<file path="src/rtl/bcd_sseg_ctrl.sv">
// bcd_sseg_ctrl: requests BCD conversions periodically, captures the digits and scans them onto a 3-digit common-anode display (optional LEADING_ZERO_BLANK_EN blanks leading zeros)
module bcd_sseg_ctrl #(
    parameter int SAMPLE_PERIOD = 1048576,
    parameter int REFRESH_DIV   = 16384,
    parameter int WAIT_TIMEOUT  = 32
) (
    input  logic       clk,
    input  logic       reset,
    input  logic       ready,
    input  logic       done_tick,
    input  logic [3:0] bcd2,
    input  logic [3:0] bcd1,
    input  logic [3:0] bcd0,
    input  logic [2:0] dp_in,
    output logic       start,
    output logic       valid,
    output logic       timeout_err,
    output logic [7:0] seg_n,
    output logic [2:0] an_n
);
    localparam int SW = $clog2(SAMPLE_PERIOD);
    localparam int RW = $clog2(REFRESH_DIV);
    localparam int WW = $clog2(WAIT_TIMEOUT);

    typedef enum logic {S_IDLE, S_WAIT} state_t;

    state_t        state, state_nx;
    logic [SW-1:0] s_cnt;
    logic [RW-1:0] r_cnt;
    logic [WW-1:0] w_cnt;
    logic [3:0]    d2, d1, d0, dig;
    logic [1:0]    idx;
    logic          wrap, r_wrap, pending, go, cap, tmo, blank, dp;
    logic [6:0]    seg_g;
    logic [2:0]    an_nx;

    function automatic logic [6:0] seg_of(input logic [3:0] d);
        case (d)
            4'd0:    seg_of = 7'b1000000;
            4'd1:    seg_of = 7'b1111001;
            4'd2:    seg_of = 7'b0100100;
            4'd3:    seg_of = 7'b0110000;
            4'd4:    seg_of = 7'b0011001;
            4'd5:    seg_of = 7'b0010010;
            4'd6:    seg_of = 7'b0000010;
            4'd7:    seg_of = 7'b1111000;
            4'd8:    seg_of = 7'b0000000;
            4'd9:    seg_of = 7'b0010000;
            default: seg_of = 7'b0111111;
        endcase
    endfunction

    assign wrap   = s_cnt == SW'(SAMPLE_PERIOD - 1);
    assign r_wrap = r_cnt == RW'(REFRESH_DIV - 1);

    // Free-running sample timer; a wrap raises a request that survives until served
    always_ff @(posedge clk or negedge reset)
        if (!reset) begin
            s_cnt   <= '0;
            pending <= 1'b0;
        end else begin
            s_cnt   <= wrap ? '0 : s_cnt + SW'(1);
            pending <= wrap | (pending & ~go);
        end

    // FSM state register and WAIT cycle counter
    always_ff @(posedge clk or negedge reset)
        if (!reset) begin
            state <= S_IDLE;
            w_cnt <= '0;
        end else begin
            state <= state_nx;
            w_cnt <= (state == S_WAIT && state_nx == S_WAIT) ? w_cnt + WW'(1) : '0;
        end

    // FSM next state
    always_comb begin
        state_nx = go ? S_WAIT : (cap || tmo) ? S_IDLE : state;
    end

    // FSM outputs: the actions taken this cycle
    always_comb begin
        go  = (state == S_IDLE) && pending && ready;
        cap = (state == S_WAIT) && done_tick;
        tmo = (state == S_WAIT) && !done_tick && (w_cnt == WW'(WAIT_TIMEOUT - 1));
    end

    // Registered start pulse, capture registers and status flags
    always_ff @(posedge clk or negedge reset)
        if (!reset) begin
            start       <= 1'b0;
            valid       <= 1'b0;
            timeout_err <= 1'b0;
            d2          <= '0;
            d1          <= '0;
            d0          <= '0;
        end else begin
            start       <= go;
            valid       <= valid | cap;
            timeout_err <= cap ? 1'b0 : tmo ? 1'b1 : timeout_err;
            d2          <= cap ? bcd2 : d2;
            d1          <= cap ? bcd1 : d1;
            d0          <= cap ? bcd0 : d0;
        end

    // Refresh divider stepping the digit index 0 -> 1 -> 2 -> 0
    always_ff @(posedge clk or negedge reset)
        if (!reset) begin
            r_cnt <= '0;
            idx   <= '0;
        end else begin
            r_cnt <= r_wrap ? '0 : r_cnt + RW'(1);
            idx   <= r_wrap ? ((idx == 2'd2) ? 2'd0 : idx + 2'd1) : idx;
        end

`ifdef LEADING_ZERO_BLANK_EN
    assign blank = (idx == 2'd2 && d2 == 4'd0) || (idx == 2'd1 && d2 == 4'd0 && d1 == 4'd0);
`else
    assign blank = 1'b0;
`endif

    // Select the digit, decimal point and anode pattern for the current slot
    always_comb begin
        dig   = (idx == 2'd0) ? d0 : (idx == 2'd1) ? d1 : d2;
        dp    = (idx == 2'd0) ? dp_in[0] : (idx == 2'd1) ? dp_in[1] : dp_in[2];
        an_nx = (idx == 2'd0) ? 3'b110 : (idx == 2'd1) ? 3'b101 : 3'b011;
        seg_g = !valid ? 7'b0111111 : blank ? 7'b1111111 : seg_of(dig);
    end

    // Segments and anodes register together so the display switches cleanly
    always_ff @(posedge clk or negedge reset)
        if (!reset) begin
            seg_n <= 8'hFF;
            an_n  <= 3'b111;
        end else begin
            seg_n <= {~dp, seg_g};
            an_n  <= an_nx;
        end
endmodule

</file>
<file path="config.mk">
export PLATFORM = sky130hd
export DESIGN_NAME = bcd_sseg_ctrl
export DESIGN_NICKNAME = d
export VERILOG_FILES = /design/src/rtl/bcd_sseg_ctrl.sv
export SDC_FILE = /design/constraint.sdc
export NUM_CORES = 1
export LEC_CHECK = 0
export CAP_MARGIN = 20
export CORE_MARGIN = 2
export CORE_UTILIZATION = 45
export CTS_BUF_LIST = sky130_fd_sc_hd__clkbuf_16
export CTS_CLUSTER_DIAMETER = 120
export CTS_CLUSTER_SIZE = 14
export DETAILED_ROUTE_END_ITERATION = 10
export PLACE_DENSITY_LB_ADDON = 0.15
export SLEW_MARGIN = 15
export SYNTH_ARGS = -nofsm -noshare
export SYNTH_HDL_FRONTEND = slang
export SYNTH_SLANG_ARGS = --single-unit
</file>
<file path="constraint.sdc">
create_clock -name clk -period 1.92 [get_ports clk]
set_input_delay 0.192 -clock clk [delete_from_list [all_inputs] [get_ports clk]]
set_output_delay 0.192 -clock clk [all_outputs]
set_load 0.03 [all_outputs]
</file>
==> flow_metrics.py <==
metrics = {
    "synthesis": {
        "yosysSeqAreaShare_pct": 57.84,
        "synth_seq_cells": 69,
        "syn-num-nets": 284,
        "synth_edf_count": 0,
        "avgSynthCellArea_sq_um": 11.53,
        "synth_flop_cell": "dfrtp_1",
        "synth.distinct_cells": 37,
        "syn_inst": 261,
        "syn_area_sq_mm": 0.003009,
        "postSynth.asyncResetShare_pct": 100.0,
        "ys_warn_count": 0,
    },
    "drt": {
        "wl_um": 5166,
        "vias": 1974,
        "avgViaCountPerCell": 5.049,
        "drc": 0,
        "wl_per_cell_um": 13.21,
        "first_pass_iters": 4,
        "drt_iter0_markers": 86,
        "ant_nets": 0,
    },
    "worst_hold_path": {
        "hp-class": "in -> async",
    },
    "clocking": {
        "h-tree-depth": 3,
        "post_cts_buffers": 0,
        "numCtsBuffers": 9,
        "clock-sinks": 69,
        "cts_buffer_depth": 2,
        "clkTransAtPathRegs_ns": 0.05,
        "clk_latency_ns": 0.32,
        "cts_tree": "yes",
        "root_buffer": "clkbuf_16",
    },
    "sta": {
        "relSlewSlack_pct": 66.21,
        "fin_skew_ns": 0.006946,
        "setup_slack_ns": 0.2138,
        "finalCriticalPeriod_ns": 1.706,
        "final.setup.tns_ns": 0,
        "setup_viol": 0,
        "timing.hold.ws_ns": 0.3640,
        "finalHoldViolCount": 0,
        "rsz0062_at_grt": "false",
        "timing.final.crit_share_pct": 88.87,
        "fmax_ghz": 0.5861,
        "finalMaxSlewViolations": 0,
        "worst_slew_pin_slew_ns": 0.5035,
    },
    "power": {
        "p_comb_share_pct": 2.5,
        "p_per_area_mw_per_mm2": 825.0,
        "p_leak_nw": 1.723,
        "p_total_w": 0.003107,
        "peakVddDrop_mv": 0.5870,
        "p_int_w": 0.002486,
        "switching_share_pct": 19.99,
        "seq_power_share_pct": 46.9,
        "p_clk_share_pct": 50.5,
        "p_switching_w": 0.0006212,
    },
    "grt": {
        "antenna_found_initial": 0,
        "grt.total_usage_pct": 16.49,
        "grt_overflow": 0,
        "grt_max_degree": 35,
        "grt_pass1_wl_um": 9404,
        "grt_pass1_vias": 2065,
    },
    "worst_setup_path": {
        "start_kind": "register",
        "critPathTopFamily": "buffers and inverters",
        "crit_path_end_kind": "primary output",
        "rrSetupSlack_ns": 0.27,
        "worst-setup-path-type": "reg -> out",
        "crit_chain": "clkdlybuf4s50_1",
        "critPathRequiredTime_ns": 1.73,
        "cpMaxStageDelayCell": "clkdlybuf4s50_1",
        "timing.critical_path.buf_inv": 1,
        "critPathArrivalTime_ns": 1.51,
        "crit_fanout": 1,
        "critPathMaxStageDelay_ns": 0.67,
    },
    "place": {
        "place_inst": 374,
        "gp_congestion": 0.7792,
        "place_ws_ns": 0.2892,
        "hpwl_um": 3656,
        "io_buffer_count": 32,
    },
    "floorplan": {
        "start_util_pct": 46.85,
        "die_w_um": 85.78,
        "die_h_um": 85.78,
        "dieArea_sq_mm": 0.007357,
        "core_sq_mm": 0.006422,
        "ios": 33,
        "num_rows": 29,
    },
    "outcome": {
        "outcome": "completed",
    },
    "cells_and_area": {
        "antenna_cells": 0,
        "fin_cells": 391,
        "drive_gt1_share_pct": 18.79,
        "nNetsFinal": 332,
        "area_delta_synth_final_pct": 25.16,
    },
    "flow_run": {
        "drv_cap": 0,
    },
}
## final cells by class
class,instances,area [sq um]
fill,526,2656
sequential,69,1740
multi-input combinational,180,1212
timing repair buffer,42,405.4
clock buffer,9,225.2
tap,77,96.34
clock inverter,7,60.06
inverter,7,26.28
## cells by family after synthesis
family	synth area share (%)
xor+xnor	9.023
simple gates	16.67
compound gates	5.197
buf+inv	1.871
flops	57.84
mux	7.734
fa+ha+maj	1.663
## path summary, 6_finish.rpt
check | start | endpoint | cells after the start
setup / recovery | an_n[2] | an_n[2] | 1
hold / removal | reset | r_cnt[6] | 2
setup reg to reg | r_cnt[0] | idx[0] | 5
hold reg to reg | w_cnt[0] | w_cnt[0] | 1
max in group asynchronous | reset | an_n[0] | 3
min in group clk | dp_in[2] | seg_n[7] | 2
## through the flow
| stage | utilization, % | instance area, sq um |
|---|---|---|
| final | 58.64 | 3766 |
| after global routing | 58.64 | 3766 |
| after CTS | 58.64 | 3766 |
| after detailed placement | 54.04 | 3471 |
| after global placement | 54.04 | 3471 |
| after floorplan | - | 3009 |
## Yosys cell counts (all sizes together), types with 2 or more instances
cell,count,area share (%)
xor2,15,4.4
mux2,13,5.0
nor4,2,0.91
buf,4,0.87
or2,2,0.42
nand4,6,1.7
dfrtp,58,48
nand2,20,2.5
o21ai,8,1.3
o21a,3,0.75
nor2,38,5.0
dfstp,11,9.6
nor3,4,0.67
inv,7,0.87
a21oi,9,1.5
ha,4,1.7
and3,5,1.0
xnor2,16,4.7
o211ai,2,0.50
nand3,19,3.7
mux2i,7,2.7
## what timing repair did
item | CTS | global route
hold endpoints to repair | 10 | 0
resized for setup | 0 | 0
hold buffers | 1 | 0
## power groups by stage
stage / registers [W] / clock network [W] / logic [W]
after global routing: 0.00146 / 0.00169 / 0.0000890
after detailed placement: 0.00148 / 0 / 0.0000803
after CTS: 0.00146 / 0.00161 / 0.0000824
final: 0.00146 / 0.00157 / 0.0000784
after floorplan: 0.00149 / 0 / 0.00000246
after global placement: 0.00148 / 0 / 0.0000798
## flip-flops by register name (all words and copies together) (netlist names)
name	count
s_cnt	20
r_cnt	14
seg_n	8
w_cnt	5
d0	4
d1	4
d2	4
an_n	3
idx	2
pending	1
start	1
state	1
timeout_err	1
valid	1
## cell usage in the layout, fill, tap and decap left out, types with 2 or more instances in the layout
cell             synthesis  layout
buf_4                    3       8
nor3_1                   4       4
dfrtp_1                 58      58
mux2_2                  12      12
dfstp_2                 11      11
nor2_1                  35      35
ha_1                     4       4
nand3_2                  3       3
nor2_2                   3       3
nand3_1                 16      16
or2_2                    2       2
and3_1                   5       5
o21a_1                   3       3
o21ai_1                  3       3
inv_1                    7       9
nand2_1                 20      20
o21ai_0                  5       5
clkbuf_16                0       9
xor2_1                  15      15
mux2i_1                  6       6
o211ai_1                 2       2
nand4_1                  5       5
clkinv_2                 0       3
clkdlybuf4s50_1          0      31
xnor2_1                 16      16
a21oi_1                  9       9
## routing by layer
| metal | part of all wire, % | global-route usage (%) | up-vias |
|---|---|---|---|
| met5 | 0 | 0 | - |
| met4 | 2.5 | 8.947 | 0 |
| met3 | 3.8 | 3.561 | 11 |
| met2 | 45 | 24.15 | 41 |
| met1 | 49 | 22.95 | 940 |
| li1 | - | - | 982 |
No activity file was read; power rests on OpenSTA's default activity.
